File: config.mk
export PLATFORM = sky130hd
export DESIGN_NAME = seq_bbccc_tx_flat
export DESIGN_NICKNAME = d
export VERILOG_FILES = /design/src/rtl/seq_pkg.sv /design/src/rtl/seq_bbccc_tx_if.sv /design/src/rtl/seq_dn_cnt.sv /design/src/rtl/seq_bbccc_tx.sv /design/src/flat_wrapper.sv
export SDC_FILE = /design/constraint.sdc
export NUM_CORES = 1
export LEC_CHECK = 0
export ABC_AREA = 1
export ABC_CLOCK_PERIOD_IN_PS = 2000
export CAP_MARGIN = 30
export CORE_MARGIN = 2
export CORE_UTILIZATION = 56
export DETAILED_ROUTE_END_ITERATION = 16
export PLACE_DENSITY = 0.9
export REMOVE_ABC_BUFFERS = 1
export SLEW_MARGIN = 20
export SYNTH_ARGS = -nofsm -noshare
export SYNTH_HDL_FRONTEND = slang
export SYNTH_HIERARCHICAL = 1
export SYNTH_SLANG_ARGS = --single-unit
export TNS_END_PERCENT = 20
File: constraint.sdc
create_clock -name clk -period 2 [get_ports clk]
set_input_delay 0.4 -clock clk [delete_from_list [all_inputs] [get_ports clk]]
set_output_delay 0.4 -clock clk [all_outputs]
set_load 0.005 [all_outputs]
File: src/rtl/seq_pkg.sv
// Shared definitions for the BBCCC transmitter and the matching detectors.
package seq_pkg;

  typedef enum logic [3:0] {
    ST_IDLE = 4'b0001,
    ST_SEND = 4'b0010,
    ST_GAP  = 4'b0100,
    ST_FIN  = 4'b1000
  } state_t;

  localparam logic SYM_B = 1'b0;
  localparam logic SYM_C = 1'b1;

  localparam logic [4:0] SEQ_BBCCC = {SYM_B, SYM_B, SYM_C, SYM_C, SYM_C};

  // Index width that still works for a degenerate one-symbol frame.
  function automatic int unsigned idx_w(input int unsigned n);
    return (n <= 1) ? 1 : $clog2(n);
  endfunction

endpackage

File: src/rtl/seq_bbccc_tx_if.sv
// Control/stream bundle between the pattern transmitter and its user.
interface seq_bbccc_tx_if #(
  parameter int unsigned RCW = 4,
  parameter int unsigned GW  = 4
);
  logic           start;
  logic [RCW-1:0] rep_cnt;
  logic [GW-1:0]  gap_len;
  logic           en;
  logic           dout;
  logic           dout_vld;
  logic           sof;
  logic           busy;
  logic           done;

  modport master (
    output start, rep_cnt, gap_len, en,
    input  dout, dout_vld, sof, busy, done
  );

  modport slave (
    input  start, rep_cnt, gap_len, en,
    output dout, dout_vld, sof, busy, done
  );
endinterface

File: src/rtl/seq_dn_cnt.sv
// Loadable down-counter that saturates at zero; zero flag is the terminal count.
module seq_dn_cnt #(
  parameter int unsigned W = 4
) (
  input  logic         clk,
  input  logic         rst,
  input  logic         load,
  input  logic         dec,
  input  logic [W-1:0] load_val,
  output logic [W-1:0] cnt,
  output logic         zero
);

  always_ff @(posedge clk) begin
    if (rst) begin
      cnt <= '0;
    end else if (load) begin
      cnt <= load_val;
    end else if (dec && (cnt != '0)) begin
      cnt <= cnt - W'(1);
    end
  end

  assign zero = (cnt == '0);

endmodule

File: src/rtl/seq_bbccc_tx.sv
// Serial BBCCC frame transmitter: rep_cnt frames, MSB first, optional idle gap.
//   state | meaning
//   IDLE  | waiting for start, line at IDLE_BIT
//   SEND  | presenting frame bit bit_idx until an en edge consumes it
//   GAP   | idle bit-times between frames, counted on en edges
//   FIN   | one-cycle done pulse, then back to IDLE
module seq_bbccc_tx
  import seq_pkg::*;
#(
  parameter int unsigned        SEQ_LEN  = 5,
  parameter logic [SEQ_LEN-1:0] SEQ      = SEQ_BBCCC,
  parameter logic               IDLE_BIT = 1'b1,
  parameter int unsigned        RCW      = 4,
  parameter int unsigned        GW       = 4
) (
  input logic           clk,
  input logic           rst,
  seq_bbccc_tx_if.slave bus
);

  localparam int unsigned    IW   = idx_w(SEQ_LEN);
  localparam logic [IW-1:0]  LAST = IW'(SEQ_LEN - 1);

  state_t         state;
  logic [GW-1:0]  gap_lat;
  logic [IW-1:0]  bit_idx;
  logic [IW-1:0]  nxt_idx;
  logic [RCW-1:0] frm_cnt;
  logic [GW-1:0]  gap_cnt;
  logic           bit_zero;
  logic           frm_zero;
  logic           gap_zero;
  logic           in_idle;
  logic           in_send;
  logic           in_gap;
  logic           acc_start;
  logic           frm_end;
  logic           bit_load;
  logic           bit_dec;
  logic           gap_load;
  logic           gap_dec;
  logic           unused_cnt;

  assign in_idle   = (state == ST_IDLE);
  assign in_send   = (state == ST_SEND);
  assign in_gap    = (state == ST_GAP);
  assign acc_start = in_idle && bus.start && (bus.rep_cnt != '0);
  assign frm_end   = in_send && bus.en && bit_zero;

  // Frame counter holds frames still to send after the current one.
  assign bit_load = acc_start
                  || (frm_end && !frm_zero && (gap_lat == '0))
                  || (in_gap && bus.en && gap_zero);
  assign bit_dec  = in_send && bus.en && !bit_zero;
  assign gap_load = frm_end && !frm_zero && (gap_lat != '0);
  assign gap_dec  = in_gap && bus.en && !gap_zero;

  assign nxt_idx = bit_load ? LAST : (bit_dec ? (bit_idx - IW'(1)) : bit_idx);

  // Frame and gap counters are only observed through their zero flags.
  assign unused_cnt = ^{frm_cnt, gap_cnt};

  seq_dn_cnt #(.W(IW)) u_bit_cnt (
    .clk      (clk),
    .rst      (rst),
    .load     (bit_load),
    .dec      (bit_dec),
    .load_val (LAST),
    .cnt      (bit_idx),
    .zero     (bit_zero)
  );

  seq_dn_cnt #(.W(RCW)) u_frm_cnt (
    .clk      (clk),
    .rst      (rst),
    .load     (acc_start),
    .dec      (frm_end),
    .load_val (bus.rep_cnt - RCW'(1)),
    .cnt      (frm_cnt),
    .zero     (frm_zero)
  );

  seq_dn_cnt #(.W(GW)) u_gap_cnt (
    .clk      (clk),
    .rst      (rst),
    .load     (gap_load),
    .dec      (gap_dec),
    .load_val (gap_lat - GW'(1)),
    .cnt      (gap_cnt),
    .zero     (gap_zero)
  );

  always_ff @(posedge clk) begin
    if (rst) begin
      state        <= ST_IDLE;
      gap_lat      <= '0;
      bus.dout     <= IDLE_BIT;
      bus.dout_vld <= 1'b0;
      bus.sof      <= 1'b0;
      bus.busy     <= 1'b0;
      bus.done     <= 1'b0;
    end else begin
      bus.done <= 1'b0;
      case (state)
        ST_IDLE: begin
          if (bus.start) begin
            if (bus.rep_cnt != '0) begin
              state        <= ST_SEND;
              gap_lat      <= bus.gap_len;
              bus.dout     <= SEQ[LAST];
              bus.dout_vld <= 1'b1;
              bus.sof      <= 1'b1;
              bus.busy     <= 1'b1;
            end else begin
              state    <= ST_FIN;
              bus.done <= 1'b1;
            end
          end
        end
        ST_SEND: begin
          if (frm_end && frm_zero) begin
            state        <= ST_FIN;
            bus.done     <= 1'b1;
            bus.busy     <= 1'b0;
            bus.dout_vld <= 1'b0;
            bus.sof      <= 1'b0;
            bus.dout     <= IDLE_BIT;
          end else if (gap_load) begin
            state        <= ST_GAP;
            bus.dout_vld <= 1'b0;
            bus.sof      <= 1'b0;
            bus.dout     <= IDLE_BIT;
          end else begin
            bus.dout <= SEQ[nxt_idx];
            bus.sof  <= (nxt_idx == LAST);
          end
        end
        ST_GAP: begin
          if (bus.en && gap_zero) begin
            state        <= ST_SEND;
            bus.dout     <= SEQ[LAST];
            bus.dout_vld <= 1'b1;
            bus.sof      <= 1'b1;
          end
        end
        ST_FIN: begin
          state <= ST_IDLE;
        end
        default: begin
          state        <= ST_IDLE;
          bus.dout     <= IDLE_BIT;
          bus.dout_vld <= 1'b0;
          bus.sof      <= 1'b0;
          bus.busy     <= 1'b0;
        end
      endcase
    end
  end

endmodule

File: src/flat_wrapper.sv
// flat-port wrapper written by rule: the top's interface ports become plain ports
module seq_bbccc_tx_flat import seq_pkg::*;
#(
  parameter int unsigned        SEQ_LEN  = 5,
  parameter logic [SEQ_LEN-1:0] SEQ      = SEQ_BBCCC,
  parameter logic               IDLE_BIT = 1'b1,
  parameter int unsigned        RCW      = 4,
  parameter int unsigned        GW       = 4
)
  (clk, rst, bus_start, bus_rep_cnt, bus_gap_len, bus_en, bus_dout, bus_dout_vld, bus_sof, bus_busy, bus_done);
  seq_bbccc_tx_if #(.RCW(RCW), .GW(GW)) bus_i ();
  input logic clk;
  input logic rst;
  input wire logic [$bits(bus_i.start)-1:0] bus_start;
  input wire logic [$bits(bus_i.rep_cnt)-1:0] bus_rep_cnt;
  input wire logic [$bits(bus_i.gap_len)-1:0] bus_gap_len;
  input wire logic [$bits(bus_i.en)-1:0] bus_en;
  output wire logic [$bits(bus_i.dout)-1:0] bus_dout;
  output wire logic [$bits(bus_i.dout_vld)-1:0] bus_dout_vld;
  output wire logic [$bits(bus_i.sof)-1:0] bus_sof;
  output wire logic [$bits(bus_i.busy)-1:0] bus_busy;
  output wire logic [$bits(bus_i.done)-1:0] bus_done;
  assign bus_i.start = bus_start;
  assign bus_i.rep_cnt = bus_rep_cnt;
  assign bus_i.gap_len = bus_gap_len;
  assign bus_i.en = bus_en;
  assign bus_dout = bus_i.dout;
  assign bus_dout_vld = bus_i.dout_vld;
  assign bus_sof = bus_i.sof;
  assign bus_busy = bus_i.busy;
  assign bus_done = bus_i.done;
  seq_bbccc_tx #(.SEQ_LEN(SEQ_LEN), .SEQ(SEQ), .IDLE_BIT(IDLE_BIT), .RCW(RCW), .GW(GW)) u_core (.clk(clk), .rst(rst), .bus(bus_i));
endmodule
# Word level (Yosys, flattened, before mapping)

Memories as Yosys holds them, arrays and structs flattened.
Index checks and enable logic that the tools add are counted.

$lt $le $gt $ge: 1
Reductions and logical operators: 40
Bitwise logic cells: 2
Eq/ne operators: 10
Add/subtract/negate cells: 5
Muxes and demuxes: 36

Operator list:

| cell                                                                          | number |
|---|---|
| 4-bit two-way mux                                                             | 9 |
| 1-bit two-way mux                                                             | 17 |
| 1-bit logical AND                                                             | 16 |
| 4-bit nonzero test                                                            | 4 |
| 4-bit by 1-bit subtractor with 4-bit output (second input constant)           | 4 |
| 4-bit zero test                                                               | 3 |
| 3-bit two-way mux                                                             | 4 |
| 1-bit one-hot mux with 4 select lines                                         | 3 |
| 4-bit one-hot mux with 3 select lines                                         | 1 |
| 2-bit != test (second input constant)                                         | 4 |
| 4-bit AND reduction                                                           | 2 |
| 3-bit AND reduction                                                           | 2 |
| 2-bit nonzero test                                                            | 3 |
| 5-bit AND reduction                                                           | 1 |
| 4-bit by 1-bit equality test with 1-bit output (second input constant)        | 1 |
| 4-bit by 2-bit equality test with 1-bit output (second input constant)        | 1 |
| 4-bit by 3-bit equality test with 1-bit output (second input constant)        | 1 |
| 4-bit equality test (second input constant)                                   | 1 |
| 3-bit by 4-bit less-than comparator with 1-bit output (second input constant) | 1 |
| 2-bit OR reduction                                                            | 2 |
| 3-bit equality test (second input constant)                                   | 1 |
| 1-bit zero test                                                               | 3 |
| 3-bit zero test                                                               | 1 |
| 3-bit != test (second input constant)                                         | 1 |
| 6 further kinds                                                               | 8 |

Memories: 1
Register bits: 24
Word-level logic and storage cells: 106
Bits in read-only memories: 8
Output and inout port bits: 5

Memories:

| name            | depth | bits a word | read ports | clocked after Yosys merged registers in | write ports | line                | RTL |
|---|---|---|---|---|---|---|---|
| (no name shown) | 8     | 1           | 1          | 0                                       | 0           | seq_bbccc_tx.sv:134 | `bus.dout <= SEQ[nxt_idx];` |

# Depth between registers and ports, before layout

Gate-level depths: netlist of the first run.

Depth in word-level cells: 13
Depth in mapped cells: 14

# Modules after synthesis

The synthesis of the first run kept the hierarchy.

Modules (own cells, without submodules):

| module                             | cells an instance | area each (um^2) | instances |
|---|---|---|---|
| seq_bbccc_tx                       | 132               | 864.6            | 1 |
| seq_dn_cnt at u_core.u_frm_cnt ... | 41                | 274.0            | 2 |
| seq_dn_cnt at u_core.u_bit_cnt     | 34                | 201.4            | 1 |

# Worst setup path before layout of the first run

Ideal clock, no wire load.

Path type: register to register
From: reg u_core.u_bit_cnt.cnt[0]
To: reg u_core.u_gap_cnt.cnt[3]
Data arrival time: 1606 ps
Slack: 279 ps
Period minus slack after synthesis: 1721 ps
Path buffers: 0
Cell stages (with the launch flop): 10
Required time: 1885 ps
Library setup time: 115 ps
Cell sequence: dfxtp_1 > inv_1 > ha_1 > ha_1 > nand4_1 > nor3_1 > inv_2 > or2_0 > nand3_1 > a21oi_2

Word-level cells in the longest chain between the ends: 5
Elaborated cells on any way between the ends: 6
Classes of those cells: mux (1); reduce/logical (5)

Ends and longest elaborated chain:

| what                                                           | line               | RTL |
|---|---|---|
| start, declared                                                | seq_dn_cnt.sv:10   | `output logic [W-1:0] cnt,` |
| start signal, assigned                                         | seq_dn_cnt.sv:18   | `cnt <= load_val;` |
| start signal, assigned                                         | seq_dn_cnt.sv:20   | `cnt <= cnt - W'(1);` |
| 3-bit zero test *                                              | seq_dn_cnt.sv:24   | `assign zero = (cnt == '0);` |
| net u_core.bit_zero                                            | seq_bbccc_tx.sv:30 | `logic bit_zero;` |
| 1-bit logical AND *                                            | seq_bbccc_tx.sv:48 | `assign frm_end = in_send && bus.en && bit_zero;` |
| 1-bit logical AND * (2 in a row)                               | seq_bbccc_tx.sv:55 | `assign gap_load = frm_end && !frm_zero && (gap_lat != '0);` |
| net u_core.gap_load                                            | seq_bbccc_tx.sv:40 | `logic gap_load;` |
| 4-bit two-way mux / 2-bit nonzero test (equally long branches) | n/a                |  |
| end signal, assigned                                           | seq_dn_cnt.sv:18   |  |
| end signal, assigned                                           | seq_dn_cnt.sv:20   |  |
| end, declared                                                  | seq_dn_cnt.sv:10   |  |

Mark *: on every way through the listed nets, which the timed path passes. The rest lies on a longest branch.
A chain may end at the register's enable or synchronous reset.

# Final worst setup path of the first run

From: reg u_core.u_bit_cnt.cnt[1]
To: reg u_core.u_gap_cnt.cnt[3]

Same word-level chain as after synthesis.

==> flow_summary.json, run 1 <==
{
  "run_status": "finished clean",
  "htree_levels": 1,
  "ctsLongestPathBuffers": 2,
  "antenna-diode-count": 0,
  "post_drt_via_cell_ratio": 5.26,
  "power.leakage_uw": 0.000962,
  "synth_top_cell_area_share": 0.298,
  "initial_core_util": 0.585,
  "internal_power_uw": 917,
  "clock_sinks": 24,
  "fp.dieW_um": 57.7,
  "worst-endpoint-required_ps": 2240,
  "grt_setup_unrepaired": "no",
  "postSynthCellCount": 248,
  "core_area_mm2": 0.00276,
  "gp_congestion": 0.861,
  "setup-tns-final_ps": 0,
  "synthTopCellsByCount": "sky130_fd_sc_hd__nand2_1 (51), sky130_fd_sc_hd__inv_1 (45), sky130_fd_sc_hd__nor2_1 (25)",
  "postSynthAreaPerCell_um2": 6.51,
  "number_of_distinct_library_cell_variants_in_the_gate_level_netlist_after_synthesis": 29,
  "cellPowerDensity_mw_per_mm2": 703,
  "critical_path_class": "flop to flop",
  "clock_buffer_count_from_cts": 3,
  "area_delta_synth_final_pct": 20.4,
  "critical_path_arrival_ps": 2080,
  "timing.max_cap.violations": 0,
  "fin_crit_ps": 1840,
  "synthDominantAreaCellType": "sky130_fd_sc_hd__dfxtp_1",
  "core.rowCount": 19,
  "detailroute.via_count": 1624,
  "hold_violations": 0,
  "worst_setup_path_end_kind": "flop",
  "yosysMostFrequentCell": "sky130_fd_sc_hd__nand2_1",
  "globalRouteOverflowTotal": 0,
  "dp.final_hpwl_mm": 2.78,
  "setup_slack_ps": 155,
  "ctsRootBufferMaster": "sky130_fd_sc_hd__clkbuf_4",
  "timing.final.setup_violations": 0,
  "post_drt_wl_per_cell_um": 12.1,
  "antenna_left": 0,
  "finalCritPeriodShare": 0.922,
  "skew_ps": 3.71,
  "number_of_port_buffers": 16,
  "synth-edff-count": 0,
  "synth.yosys.warnings": 6,
  "peakVddDrop_uv": 540,
  "die_height_um": 57.7,
  "class_of_the_tightest_hold_or_removal_check": "flop to flop",
  "comb_power_share": 0.328,
  "drt_pass_1_iters": 4,
  "routed_wirelength_mm": 3.74,
  "netlist_area_mm2": 0.00161,
  "fraction_of_the_yosys_area_taken_by_sequential_cells": 0.298,
  "synth-main-ff-cell": "sky130_fd_sc_hd__dfxtp_1",
  "p_sw_uw": 450,
  "multi_input_area_um2": 923,
  "route.detailed.drc": 0,
  "critical_path_peak_fanout": 7,
  "cts_tree": "done",
  "die_area_mm2": 0.00333,
  "number_of_global_route_vias_before_repair": 1549,
  "synth.area.top_cells": "sky130_fd_sc_hd__dfxtp_1 (30%), sky130_fd_sc_hd__nand2_1 (12%), sky130_fd_sc_hd__inv_1 (10%)",
  "power.share.clock": 0.265,
  "grt_pass1_wl_mm": 6.55,
  "antenna_violations_before_repair": 0,
  "clk_latency_ps": 320,
  "area_taken_by_flip_flops_and_latches_um2": 480,
  "slew_violations": 0,
  "final_nets": 299,
  "synth-async-reset-ratio": 0,
  "p_sw_frac": 0.329,
  "fin_util": 0.705,
  "grt_util_all_layers": 0.250,
  "seq_power_share": 0.407,
  "crit_path_start_kind": "flop",
  "worst_setup_hold_path_clk_slew_ps": 140,
  "postSynthRegisterBits": 24,
  "detail_route.iter0.violations": 72,
  "detailedPlace.worstSlack_ps": -137,
  "drive_above_1_share": 0.151,
  "ios": 17,
  "fillerInstances": 221,
  "max_freq_mhz": 542,
  "grt_start_max_net_pins": 15
}
[timing repair]
item	in CTS	in global routing
setup buffers	0	0
hold buffers	0	0
setup endpoints to repair	0	1
gates resized for setup	0	1
[metal layers]
metal,vias up,share of wire,GRT usage
met5,-,0,0
met4,0,0.036,0.133
met3,16,0.056,0.0469
met2,57,0.48,0.440
met1,720,0.43,0.286
li1,831,-,-
[sequential cells by signal, summed over array words and instances (netlist names)]
name and cells:
u_core/gap_lat 4, u_core/state 4, u_core/u_frm_cnt/cnt 4, u_core/u_gap_cnt/cnt 4, u_core/u_bit_cnt/cnt 3, u_core/bus.busy 1, u_core/bus.done 1, u_core/bus.dout 1
u_core/bus.dout_vld 1, u_core/bus.sof 1
[layout by cell type, fill, tap and decap left out]
| master | n |
|---|---|
| sky130_fd_sc_hd__a21oi_1 | 14 |
| sky130_fd_sc_hd__a21oi_2 | 3 |
| sky130_fd_sc_hd__buf_4 | 11 |
| sky130_fd_sc_hd__bufinv_16 | 1 |
| sky130_fd_sc_hd__clkbuf_4 | 3 |
| sky130_fd_sc_hd__clkdlybuf4s50_1 | 16 |
| sky130_fd_sc_hd__clkinv_2 | 2 |
| sky130_fd_sc_hd__conb_1 | 3 |
| sky130_fd_sc_hd__dfxtp_1 | 24 |
| sky130_fd_sc_hd__ha_1 | 8 |
| sky130_fd_sc_hd__inv_1 | 44 |
| sky130_fd_sc_hd__inv_2 | 8 |
| sky130_fd_sc_hd__nand2_1 | 51 |
| sky130_fd_sc_hd__nand2_2 | 2 |
| sky130_fd_sc_hd__nand2_4 | 4 |
| sky130_fd_sc_hd__nand3_1 | 13 |
| sky130_fd_sc_hd__nand3_2 | 4 |
| sky130_fd_sc_hd__nand4_1 | 6 |
| sky130_fd_sc_hd__nor2_1 | 25 |
| sky130_fd_sc_hd__nor2_2 | 2 |
| sky130_fd_sc_hd__nor2_4 | 1 |
| sky130_fd_sc_hd__nor3_1 | 3 |
| sky130_fd_sc_hd__nor3_2 | 1 |
| sky130_fd_sc_hd__nor4_1 | 1 |
| sky130_fd_sc_hd__o21ai_0 | 12 |
| sky130_fd_sc_hd__o21ai_1 | 4 |
| sky130_fd_sc_hd__o22ai_1 | 2 |
| sky130_fd_sc_hd__o311ai_0 | 1 |
| sky130_fd_sc_hd__or2_0 | 2 |
| sky130_fd_sc_hd__xnor2_1 | 1 |
| sky130_fd_sc_hd__xor2_1 | 6 |
[power by group through the flow]
stage | registers (uW) | clock network (uW) | logic, uW
after global routing | 563 | 389 | 505
final | 557 | 362 | 448
after detailed placement | 567 | 0 | 434
after CTS | 556 | 366 | 444
after floorplan | 563 | 0 | 294
after global placement | 565 | 0 | 419
[per-stage QoR]
stage	area (um2)	std cells	total power, uW	hold slack [ps]
3_3_place_gp	1890	305	984	457
4_1_cts	1940	309	1370	485
2_1_floorplan	1610	247	856	449
3_5_place_dp	1890	305	1000	457
5_1_grt	1940	309	1460	510
6_report	1940	309	1370	482
[kinds of logic after synthesis]
| group | count (synthesis) | share of synthesized area |
|---|---|---|
| compound gates | 36 | 0.122 |
| xor+xnor | 7 | 0.0380 |
| fa+ha+maj | 8 | 0.0620 |
| buf+inv | 56 | 0.133 |
| flops | 24 | 0.298 |
| other cells | 2 | 0.00465 |
| simple gates | 115 | 0.343 |
[final timing paths]
kind | endpoint | start | slack [ps] | cells after the start
min reg2reg | u_core/bus.busy | u_core/bus.busy | 480 | 2
max | u_core/u_gap_cnt/cnt[3] | u_core/u_bit_cnt/cnt[1] | 160 | 10
min | u_core/bus.busy | u_core/bus.busy | 480 | 2
max reg2reg | u_core/u_gap_cnt/cnt[3] | u_core/u_bit_cnt/cnt[1] | 160 | 10
[critical path, cell delays in order (launching register included)]
cell,delay (ps)
sky130_fd_sc_hd__dfxtp_1,350
sky130_fd_sc_hd__inv_1,80
sky130_fd_sc_hd__ha_1,150
sky130_fd_sc_hd__ha_1,180
sky130_fd_sc_hd__nand4_1,170
sky130_fd_sc_hd__nor3_1,220
sky130_fd_sc_hd__buf_4,170
sky130_fd_sc_hd__inv_2,70
sky130_fd_sc_hd__or2_0,200
sky130_fd_sc_hd__nand3_1,110
sky130_fd_sc_hd__a21oi_2,60
[cell type report]
cell class	instances	share of cell area
Clock buffer	3	0.0116
Clock inverter	1	0.0155
Inverter	54	0.106
Multi-Input combinational cell	169	0.475
Sequential cell	24	0.247
Tap cell	31	0.0200
Timing Repair Buffer	27	0.125
Note: power is estimated with default switching activity, not from simulation.
==> run 2, diff against run 1 <==
--- a/config.mk
+++ b/config.mk
@@ -11,6 +11,7 @@
 export CORE_MARGIN = 2
 export CORE_UTILIZATION = 56
 export DETAILED_ROUTE_END_ITERATION = 16
+export MAX_ROUTING_LAYER = met4
 export PLACE_DENSITY = 0.9
 export REMOVE_ABC_BUFFERS = 1
 export SLEW_MARGIN = 20
==> run 2 against run 1 <==
  * Final area stayed put
  * Die area stayed put
  * Hold slack better by 0.58 ps
  * Clock power hardly changed
  * Final cell count stayed put
  * Register-to-register slack worse by 20 ps
  * Utilization stayed put
  * Critical endpoint unchanged
  * Largest cell class unchanged
==> flow_summary.json, run 2 (synthesis gave the netlist of run 1 again) <==
{
  "clock_buffer_count_from_cts": 3,
  "ios": 17,
  "hold_violations": 0,
  "slew_violations": 0,
  "worst_setup_hold_path_clk_slew_ps": 140,
  "setup_slack_ps": 140,
  "most-common-layout-cells": "sky130_fd_sc_hd__nand2_1 (51), sky130_fd_sc_hd__inv_1 (44), sky130_fd_sc_hd__nor2_1 (25)",
  "post_drt_via_cell_ratio": 5.21,
  "finalCritPeriodShare": 0.930,
  "grt_util_all_layers": 0.258,
  "final_nets": 299,
  "clk_latency_ps": 320,
  "clock_sinks": 24,
  "grt_start_max_net_pins": 15,
  "detail_route.iter0.violations": 62,
  "detailroute.via_count": 1611,
  "critical_path_peak_fanout": 7,
  "max_freq_mhz": 538,
  "initial_core_util": 0.585,
  "antenna_violations_before_repair": 0,
  "crit_path_start_kind": "flop",
  "number_of_port_buffers": 16,
  "gp_congestion": 0.875,
  "power.leakage_uw": 0.000962,
  "skew_ps": 1.27,
  "die_height_um": 57.7,
  "timing.final.setup_violations": 0,
  "area_delta_synth_final_pct": 20.4,
  "drive_above_1_share": 0.151,
  "dp.final_hpwl_mm": 2.78,
  "class_of_the_tightest_hold_or_removal_check": "flop to flop",
  "core.rowCount": 19,
  "timing.max_cap.violations": 0,
  "htree_levels": 1,
  "critical_path_arrival_ps": 2090,
  "ctsLongestPathBuffers": 2,
  "globalRouteOverflowTotal": 0,
  "critical_path_class": "flop to flop",
  "worst_setup_path_end_kind": "flop",
  "run_status": "finished clean",
  "grt_setup_unrepaired": "no",
  "numPlacedInstances": 305,
  "cellPowerDensity_mw_per_mm2": 702,
  "core_area_mm2": 0.00276,
  "die_area_mm2": 0.00333,
  "antenna-diode-count": 0,
  "number_of_global_route_vias_before_repair": 1550,
  "mostFrequentLayoutCell": "sky130_fd_sc_hd__nand2_1",
  "post_drt_wl_per_cell_um": 12.1,
  "worst-endpoint-required_ps": 2230,
  "post_layout_nonfiller_instances": 309,
  "routed_wirelength_mm": 3.73,
  "drt_pass_1_iters": 5,
  "peakVddDrop_uv": 538,
  "fin_crit_ps": 1860,
  "route.detailed.drc": 0,
  "grt_pass1_wl_mm": 6.55,
  "fp.dieW_um": 57.7,
  "cts_tree": "done",
  "antenna_left": 0,
  "ctsRootBufferMaster": "sky130_fd_sc_hd__clkbuf_4",
  "detailedPlace.worstSlack_ps": -137
}
run 2: final timing paths:
path,startpoint,end,slack [ps],cells past startpoint
min,u_core/bus.busy,u_core/bus.busy,480,2
max reg2reg,u_core/u_bit_cnt/cnt[1],u_core/u_gap_cnt/cnt[3],140,10
max,u_core/u_bit_cnt/cnt[1],u_core/u_gap_cnt/cnt[3],140,10
min reg2reg,u_core/bus.busy,u_core/bus.busy,480,2
run 2: area by class of cell:
type,count,area [um2]
tap,31,38.8
multi-input combinational,169,923
clock buffer,3,22.5
timing repair buffer,27,243
fill,221,815
inverter,54,205
sequential,24,480
clock inverter,1,30.0
run 2: critical path, stage by stage, from the launching register on:
cell,delay [ps]
sky130_fd_sc_hd__dfxtp_1,350
sky130_fd_sc_hd__inv_1,80
sky130_fd_sc_hd__ha_1,150
sky130_fd_sc_hd__ha_1,190
sky130_fd_sc_hd__nand4_1,160
sky130_fd_sc_hd__nor3_1,220
sky130_fd_sc_hd__buf_4,160
sky130_fd_sc_hd__inv_2,70
sky130_fd_sc_hd__or2_0,200
sky130_fd_sc_hd__nand3_1,110
sky130_fd_sc_hd__a21oi_2,60
run 2: power breakdown:
group          internal (uW)  switching (uW)  total (uW)
Combinational            189             258         447
Sequential               525            31.7         557
Clock                    203             157         360
Total                    916             447        1360
run 2: per-stage QoR:
step	TNS [ps]	total power (uW)	utilization	area, um2	hold WS (ps)
final	0	1360	0.705	1940	483
after global routing	0	1460	0.705	1940	510
after CTS	0	1370	0.705	1940	485
after detailed placement	-560	1000	0.686	1890	457
after global placement	-210	984	0.686	1890	457
after floorplan	0	856	-	1610	449
run 2: layer usage:
metal,routed length [um],track usage,vias up
met4,129,0.133,0
met5,0,-,-
met1,1620,0.286,713
li1,-,-,832
met2,1780,0.440,52
met3,194,0.0469,14
run 2: what timing repair did:
action | in CTS | in global routing
hold buffers | 0 | 0
hold endpoints to repair | 0 | 0
resized for setup | 0 | 1
endpoints found under the setup margin | 0 | 1
setup buffers | 0 | 0
